## src/rtl/key_cmd_decoder.sv

```systemverilog
`timescale 1ns/1ps
`default_nettype none
// ============================================================================
//  Module      : key_cmd_decoder
//  Description : Debounces a raw HID keycode, maps it to a game command,
//                auto-repeats held movement keys on frame ticks, and queues
//                commands in a 2-entry valid/ready FIFO.
//  Revision    : 1.0 - initial release
// ============================================================================
module key_cmd_decoder #(
    parameter int DEB_CYCLES   = 50000,
    parameter int REPEAT_DELAY = 20,
    parameter int REPEAT_RATE  = 6
) (
    input  logic       Clk,
    input  logic       Reset,
    input  logic [7:0] keycode,
    input  logic       frame_clk,
    input  logic       cmd_ready,
    output logic       cmd_valid,
    output logic [2:0] cmd,
    output logic       overflow,
    output logic [7:0] stable_key
);

    // Debounce counter sized to hold the saturation value DEB_CYCLES
    localparam int              c_DEB_W    = $clog2(DEB_CYCLES + 1);
    localparam logic [c_DEB_W-1:0] c_DEB_LAST = c_DEB_W'(DEB_CYCLES - 1);
    localparam logic [c_DEB_W-1:0] c_DEB_SAT  = c_DEB_W'(DEB_CYCLES);
    localparam logic [7:0]      c_REP_DELAY = 8'(REPEAT_DELAY);
    localparam logic [7:0]      c_REP_RATE  = 8'(REPEAT_RATE);

    // Command encodings
    localparam logic [2:0] c_CMD_UP    = 3'd0;
    localparam logic [2:0] c_CMD_LEFT  = 3'd1;
    localparam logic [2:0] c_CMD_DOWN  = 3'd2;
    localparam logic [2:0] c_CMD_RIGHT = 3'd3;
    localparam logic [2:0] c_CMD_FEED  = 3'd4;
    localparam logic [2:0] c_CMD_PLAY  = 3'd5;
    localparam logic [2:0] c_CMD_HEAL  = 3'd6;

    // FSM states
    localparam logic [1:0] c_ST_IDLE    = 2'd0;
    localparam logic [1:0] c_ST_PRESSED = 2'd1;
    localparam logic [1:0] c_ST_REPEAT  = 2'd2;

    logic [7:0]         r_raw_q;
    logic [c_DEB_W-1:0] r_deb_cnt;
    logic [7:0]         r_stable_key;
    logic               r_fc_q;
    logic [1:0]         r_state;
    logic [7:0]         r_rep_cnt;
    logic [2:0]         r_key_cmd;
    logic               r_key_move;
    logic [2:0]         r_mem [0:1];
    logic               r_wr_ptr;
    logic               r_rd_ptr;
    logic [1:0]         r_count;
    logic               r_overflow;

    logic       w_deb_fire;
    logic       w_new_key;
    logic       w_tick;
    logic       w_map_valid;
    logic [2:0] w_map_cmd;
    logic       w_map_move;
    logic [7:0] w_rep_next;
    logic       w_push;
    logic [2:0] w_push_cmd;
    logic       w_pop;
    logic       w_wr;

    // The value being accepted is raw_q; a change of stable_key is a new press/release
    assign w_deb_fire = (r_deb_cnt == c_DEB_LAST) && (keycode == r_raw_q);
    assign w_new_key  = w_deb_fire && (r_raw_q != r_stable_key);
    assign w_tick     = frame_clk & ~r_fc_q;
    assign w_rep_next = r_rep_cnt + 8'd1;
    assign w_map_move = w_map_valid && (w_map_cmd <= c_CMD_RIGHT);

    // Keycode-to-command lookup for the key about to become stable
    always_comb begin
        w_map_valid = 1'b1;
        w_map_cmd   = c_CMD_UP;
        case (r_raw_q)
            8'h1A:   w_map_cmd = c_CMD_UP;
            8'h04:   w_map_cmd = c_CMD_LEFT;
            8'h16:   w_map_cmd = c_CMD_DOWN;
            8'h07:   w_map_cmd = c_CMD_RIGHT;
            8'h09:   w_map_cmd = c_CMD_FEED;
            8'h13:   w_map_cmd = c_CMD_PLAY;
            8'h0B:   w_map_cmd = c_CMD_HEAL;
            default: w_map_valid = 1'b0;
        endcase
    end

    // Input sampling, debounce counter and stable key register
    always_ff @(posedge Clk or negedge Reset) begin
        if (!Reset) begin
            r_raw_q      <= 8'h00;
            r_deb_cnt    <= '0;
            r_stable_key <= 8'h00;
            r_fc_q       <= 1'b0;
        end else begin
            r_raw_q <= keycode;
            r_fc_q  <= frame_clk;
            if (keycode != r_raw_q) begin
                r_deb_cnt <= '0;
            end else if (r_deb_cnt != c_DEB_SAT) begin
                r_deb_cnt <= r_deb_cnt + c_DEB_W'(1);
            end
            if (w_deb_fire) begin
                r_stable_key <= r_raw_q;
            end
        end
    end

    // Push request: new press on the debounce edge, repeats on qualifying ticks
    always_comb begin
        w_push     = 1'b0;
        w_push_cmd = r_key_cmd;
        if (w_new_key) begin
            w_push     = w_map_valid;
            w_push_cmd = w_map_cmd;
        end else if (w_tick) begin
            if (r_state == c_ST_PRESSED && r_key_move && w_rep_next == c_REP_DELAY) begin
                w_push = 1'b1;
            end
            if (r_state == c_ST_REPEAT && w_rep_next == c_REP_RATE) begin
                w_push = 1'b1;
            end
        end
    end

    // Press/repeat state machine; a stable_key change always restarts it
    always_ff @(posedge Clk or negedge Reset) begin
        if (!Reset) begin
            r_state    <= c_ST_IDLE;
            r_rep_cnt  <= 8'd0;
            r_key_cmd  <= c_CMD_UP;
            r_key_move <= 1'b0;
        end else if (w_new_key) begin
            r_rep_cnt <= 8'd0;
            if (w_map_valid) begin
                r_state    <= c_ST_PRESSED;
                r_key_cmd  <= w_map_cmd;
                r_key_move <= w_map_move;
            end else begin
                r_state <= c_ST_IDLE;
            end
        end else if (w_tick) begin
            case (r_state)
                c_ST_PRESSED: begin
                    if (r_key_move) begin
                        if (w_rep_next == c_REP_DELAY) begin
                            r_state   <= c_ST_REPEAT;
                            r_rep_cnt <= 8'd0;
                        end else begin
                            r_rep_cnt <= w_rep_next;
                        end
                    end
                end
                c_ST_REPEAT: begin
                    if (w_rep_next == c_REP_RATE) begin
                        r_rep_cnt <= 8'd0;
                    end else begin
                        r_rep_cnt <= w_rep_next;
                    end
                end
                default: begin
                    r_rep_cnt <= 8'd0;
                end
            endcase
        end
    end

    // When full, wr_ptr equals rd_ptr, so a simultaneous pop frees exactly the slot written
    assign w_pop = (r_count != 2'd0) && cmd_ready;
    assign w_wr  = w_push && ((r_count != 2'd2) || w_pop);

    // Two-entry command FIFO with sticky overflow flag
    always_ff @(posedge Clk or negedge Reset) begin
        if (!Reset) begin
            r_mem[0]   <= 3'd0;
            r_mem[1]   <= 3'd0;
            r_wr_ptr   <= 1'b0;
            r_rd_ptr   <= 1'b0;
            r_count    <= 2'd0;
            r_overflow <= 1'b0;
        end else begin
            if (w_wr) begin
                r_mem[r_wr_ptr] <= w_push_cmd;
                r_wr_ptr        <= ~r_wr_ptr;
            end
            if (w_pop) begin
                r_rd_ptr <= ~r_rd_ptr;
            end
            r_count <= r_count + {1'b0, w_wr} - {1'b0, w_pop};
            if (w_push && !w_wr) begin
                r_overflow <= 1'b1;
            end
        end
    end

    assign cmd_valid  = (r_count != 2'd0);
    assign cmd        = cmd_valid ? r_mem[r_rd_ptr] : 3'd0;
    assign overflow   = r_overflow;
    assign stable_key = r_stable_key;

endmodule
`default_nettype wire
```

## config.mk

```make
export PLATFORM = sky130hd
export DESIGN_NAME = key_cmd_decoder
export DESIGN_NICKNAME = d
export VERILOG_FILES = /design/src/rtl/key_cmd_decoder.sv
export SDC_FILE = /design/constraint.sdc
export NUM_CORES = 1
export LEC_CHECK = 0
export BUFFER_PORTS_ARGS = -buffer_cell sky130_fd_sc_hd__buf_2
export CAP_MARGIN = 25
export CORE_MARGIN = 1.5
export CORE_UTILIZATION = 53
export DETAILED_ROUTE_END_ITERATION = 7
export PLACE_DENSITY = 0.81
export SYNTH_ARGS = -nofsm -noshare
export SYNTH_HDL_FRONTEND = slang
export SYNTH_SLANG_ARGS = --single-unit
```

## constraint.sdc

```tcl
create_clock -name Clk -period 4.77 [get_ports Clk]
set_clock_uncertainty 0.15 [all_clocks]
set_input_delay 0.2385 -clock Clk [delete_from_list [all_inputs] [get_ports Clk]]
set_output_delay 0.2385 -clock Clk [all_outputs]
set_load 0.02 [all_outputs]
```

# Yosys cells after proc, flatten, opt, wreduce, memory -nomap -nowiden
# Index checks and enable logic that the tools add are counted.
[totals]
reg_bits = 58
out_inout_bits = 13
[classes]
add_sub_neg = 4
muxes = 28
reduce_logical = 22
bitwise = 6
magnitude_cmp = 4
n_eq_ne = 18
[ops]
columns = ["cell", "count"]
rows = [
  ["2-to-1 mux 8 bit", 5],
  ["equality test 8 x 5 -> 1 bit, second input constant", 4],
  ["2-to-1 mux 16 bit", 2],
  ["equality test 8 x 3 -> 1 bit, second input constant", 3],
  ["2-to-1 mux 3 bit", 6],
  ["case mux 3 bit (6 select lines)", 1],
  ["adder 16 x 1 -> 16 bit, second input constant", 1],
  ["equality test 16 bit, second input constant", 1],
  ["equality test 8 x 4 -> 1 bit, second input constant", 2],
  ["inequality test 16 bit, second input constant", 1],
  ["inequality test 8 bit", 2],
  ["case mux 8 bit (2 select lines)", 1],
  ["nonzero test 2 bit", 6],
  ["logical AND 1 bit", 10],
  ["2-to-1 mux 2 bit", 5],
  ["adder 8 x 1 -> 8 bit, second input constant", 1],
  ["equality test 8 bit", 1],
  ["OR reduction 7 bit", 1],
  ["bitwise mux 6 bit", 1],
  ["2-to-1 mux 1 bit", 6],
  ["greater-or-equal comparator 2 bit, second input constant", 2],
  ["NOT 1 -> 2 bit", 2],
  ["AND reduction 2 bit", 2],
  ["AND reduction 4 bit", 1],
  ["13 further kinds", 15],
]

# Longest topological paths before layout
[depth]
word_depth = 10
depth_mapped = 13

# Worst setup path after synthesis
# No wires, ideal clock.
[synth_path]
path_type = "register to register"
from = "register r_deb_cnt[7]"
to = "register r_count[1]"
arrival_ns = 2.668
path_buffers = 0
path_stages_with_launch = 11
period_less_slack_ns = 2.940
setup_slack_ns = 1.830
path_cell_list = "dfrtp_1 -> or4b_4 -> or4_1 -> nor3_1 -> mux2i_1 -> nand2b_1 -> ha_1 -> inv_1 -> ha_1 -> xnor2_1 -> xnor2_1"
[synth_via]
elab_chain_len = 7
[synth_lines]
columns = ["item", "line", "text"]
rows = [
  ["start: declaration", "48", "logic [c_DEB_W-1:0] r_deb_cnt;"],
  ["start signal: assignment", "109", "r_deb_cnt <= r_deb_cnt + c_DEB_W'(1);"],
  ["equality test 16 bit", "74", "assign w_deb_fire = (r_deb_cnt == c_DEB_LAST) && (keycode == r_raw_q);"],
  ["logical AND 1 bit", "74", ""],
  ["logical AND 1 bit", "75", "assign w_new_key = w_deb_fire && (r_raw_q != r_stable_key);"],
  ["2-to-1 mux 1 bit", "121", "if (w_new_key) begin"],
  ["logical AND 1 bit", "178", "assign w_wr = w_push && ((r_count != 2'd2) || w_pop);"],
  ["adder 2 x 1 -> 2 bit", "197", "r_count <= r_count + {1'b0, w_wr} - {1'b0, w_pop};"],
  ["subtractor 2 x 1 -> 2 bit", "197", ""],
  ["end signal: assignment", "197", ""],
  ["end: declaration", "58", "logic [1:0] r_count;"],
]
# Every way passes these cells.
# A chain may end at the register's enable or synchronous reset.

# Final worst setup path
[layout_path]
from = "register r_raw_q[4]"
to = "register r_count[1]"
[layout_via]
elab_chain_len = 7
[layout_lines]
columns = ["item", "line", "text"]
rows = [
  ["start: declaration", "47", "logic [7:0] r_raw_q;"],
  ["start signal: assignment", "104", "r_raw_q <= keycode;"],
  ["equality test 8 x 4 -> 1 bit, or another cell as far along", "84", "case (r_raw_q)"],
  ["OR reduction 7 bit (no source line) / logical AND 1 bit (equally long branches)", "n/a", ""],
  ["2-to-1 mux 1 bit / logical AND 1 bit (equally long branches)", "84, 75", ""],
  ["2-to-1 mux 1 bit (*)", "121", ""],
  ["logical AND 1 bit (*)", "178", ""],
  ["adder 2 x 1 -> 2 bit (*)", "197", ""],
  ["subtractor 2 x 1 -> 2 bit (*)", "197", ""],
]
# Mark *: on every way between the ends. The rest lies on a longest branch, timed or not.

==> reports/summary.txt <==
======================================================================================================
Synthesis-stage register bit count                                                                  58
Critical path peak fanout                                                                           17
Number of antenna violations at the first check in global routing                                    0
Switching power                                                                               0.438 mW
Worst-Margin Slew                                                                             0.745 ns
DIE AREA                                                                                     6580 um^2
Horiz. Die Dim                                                                                 81.1 um
Post-route setup TNS                                                                              0 ns
Post-detailed-route DRC marker count                                                                 0
Path type of the worst setup path                                                           reg -> reg
Worst ir drop on vdd                                                                          0.196 mV
Area contributors post-synth                                                              dfrtp_1, xnor2_1, xor2_1, mux2_2, nor2_1
Final WL                                                                                       6400 um
Average vias per placed instance                                                                  5.61
Comb power frac                                                                                  0.221
Class of the most critical hold timing path                                                  in -> reg
Power density over cell area                                                               373 nW/um^2
Register area share after synthesis                                                              0.449
Commonest cells after routing, fill and taps aside                                        dfrtp_1, nor2_1, buf_2, nand2_1
Hold slack                                                                                    0.154 ns
Leakage Power                                                                                  1.70 nW
Initial cell density of the core                                                                 0.546
Global-route wire length before repair                                                       10,900 um
Total internal power                                                                          0.940 mW
Netlist Area Pre-Place                                                                       3230 um^2
Yosys top cell area share                                                                        0.449
Number of flops mapped to enable cells by yosys                                                      0
Clock transition at the register clock pins on the worst setup and hold paths after CTS        0.06 ns
Total core area                                                                              5920 um^2
Number of levels in the clock H-tree                                                                 3
Setup slack after layout                                                                       1.28 ns
Setup violators final                                                                                0
Wire per inst                                                                                  14.9 um
Startpoint Class                                                                             flip-flop
Slack of the worst reg-to-reg path                                                             1.28 ns
Ys async rst share                                                                                1.00
Highest achievable clock rate                                                                  287 MHz
Remaining global-route overflow                                                                      0
First-pass iteration count of the detailed router                                                    4
GR Util All Layers                                                                               0.223
Switching share of power                                                                         0.318
Data required, critical path                                                                   4.88 ns
DRC violation total after the first TritonRoute iteration                                          135
Top-level port count                                                                                25
Cell at the root of the clock tree                                                            clkbuf_8
Die extent in y                                                                                81.1 um
Gate count of the mapped netlist                                                                   317
GPL Wtd Cong                                                                                     0.810
Main flop type after synthesis                                                                 dfrtp_1
Pre-CTS worst setup slack                                                                      1.35 ns
Arrival time at the worst endpoint                                                             3.59 ns
Total nets after synthesis                                                                         337
Share of total power in sequential cells                                                         0.460
Remaining max-slew budget at the tightest pin                                                    0.503
Number of buffers created by CTS                                                                     9
Run status                                                                                finished, final reports clean
Share of final-layout standard cells stronger than drive strength 1                              0.169
Avg Cell Area, Syn                                                                           10.2 um^2
Final Critical Period                                                                          3.49 ns
CTS sink cnt                                                                                        58
Via count of the first global-routing pass                                                       2,363
Cell type with the highest aggregate area in the netlist                                       dfrtp_1
Portion of total power attributed to the clock network                                           0.318
Area post-placement                                                                          3410 um^2
Area growth from synthesis to layout                                                             14.3%
Fin crit share                                                                                   0.731
Max Buffers Root-to-Sink                                                                             2
Critical path endpoint category                                                              flip-flop
Pin count of the biggest net entering global routing                                                59
RSZ-0062 raised after global routing                                                             false
Antenna-violating nets left                                                                          0
Placed wire-length estimate                                                                    4280 um
Number of cell rows                                                                                 28
Vias                                                                                             2,418
Later-pin clock latency in the skew report                                                     0.34 ns
Number of hold violations in the final report                                                        0
Count of buffers from port buffering                                                                24
Number of inserted diodes                                                                            0
Most common library cell in the layout ignoring fill and taps                                  dfrtp_1
Resize count post-CTS                                                                                0
Netlist cell types                                                                                  52
Number of warnings issued by yosys                                                                   0
Final-report max-slew violation count                                                                0
Total of max-cap violations                                                                          0
Post-route standard cell area excluding fillers                                              3690 um^2
Layout Nets                                                                                        372
CTS tree                                                                                          done
======================================================================================================
## cell families (layout without fill, tap and decap cells)
family,Yosys count,after routing,synth area share
AOI/OAI and AO/OA,56,56,0.113
xor gates and xnor gates,34,34,0.0921
adders and majority gates,8,8,0.0310
buffers and inverters,22,61,0.0267
DFF,58,58,0.449
muxes,22,22,0.0743
and+or+nand+nor,117,117,0.214
## repair_timing
action / CTS / global route
hold buffers: 10 / 0
endpoints found under the hold margin: 67 / 0
setup buffers: 0 / 0
## flip-flops by register name, summed over array words and instances (netlist names)
signal      flops
r_deb_cnt      16
r_raw_q         8
r_rep_cnt       8
stable_key      8
r_mem           6
r_key_cmd       3
r_count         2
r_state         2
overflow        1
r_fc_q          1
r_key_move      1
r_rd_ptr        1
r_wr_ptr        1
## metrics by stage
step	cells	power, mW	utilization
4_1_cts	431	1.39	0.624
5_1_grt	431	1.46	0.624
3_5_place_dp	406	0.939	0.576
3_3_place_gp	406	0.922	0.576
6_report	431	1.38	0.624
2_1_floorplan	317	0.857	-
## power groups by stage
stage	Sequential (mW)	Clock (mW)	Combinational, mW
final	0.634	0.439	0.305
after global routing	0.650	0.469	0.344
after CTS	0.634	0.446	0.307
after detailed placement	0.643	0	0.296
after global placement	0.639	0	0.283
after floorplan	0.600	0	0.257
## area by class of cell
cell class	instances	area [um^2]
fill	479	2230
multi-input combinational	237	1700
sequential	58	1450
timing repair buffer	35	228
clock buffer	12	145
tap	75	93.8
inverter	11	41.3
clock inverter	3	40.0
## routing by layer
layer | part of all wire | track usage | up-vias
li1 | - | - | 1193
met1 | 0.45 | 0.280 | 1174
met2 | 0.50 | 0.363 | 38
met3 | 0.030 | 0.0674 | 13
met4 | 0.019 | 0.0828 | 0
met5 | 0 | 0 | -
## synthesized netlist by cell type (all sizes together) (2+ instances only)
master   n
a31oi    3
a21o     8
nor4b    2
inv     11
nand4b   5
nor2b    5
nand4    6
o21ai   13
nor3     5
mux2    16
o31ai    2
or4      2
or2      4
and3     8
nor4     4
nand3    6
dfrtp   58
ha       8
nand2b   7
a21boi   2
nor3b    2
or3      5
mux2i    6
a21oi   15
a211oi   3
buf      3
nor2    28
nand2   18
clkbuf   8
xor2    17
o21bai   2
nand3b   4
xnor2   17
## critical path, cell delays in order (launching register included)
cell	delay, ns
dfrtp_1	0.53
xor2_1	0.22
nor4_2	0.45
nand2_1	0.47
nor3_1	0.38
mux2i_1	0.27
nand2b_1	0.09
ha_1	0.28
inv_1	0.04
ha_1	0.18
xnor2_1	0.20
xnor2_1	0.16
## final timing paths
kind / start / endpoint / cells past startpoint
max: r_raw_q[4] / r_count[1] / 11
max in group asynchronous: Reset / r_count[1] / 3
min: cmd_ready / overflow / 3
max reg2reg: r_raw_q[4] / r_count[1] / 11
min reg2reg: r_key_cmd[0] / r_key_cmd[0] / 1
min in group asynchronous: Reset / r_rep_cnt[2] / 3
Power figures use the tool's default switching activity.
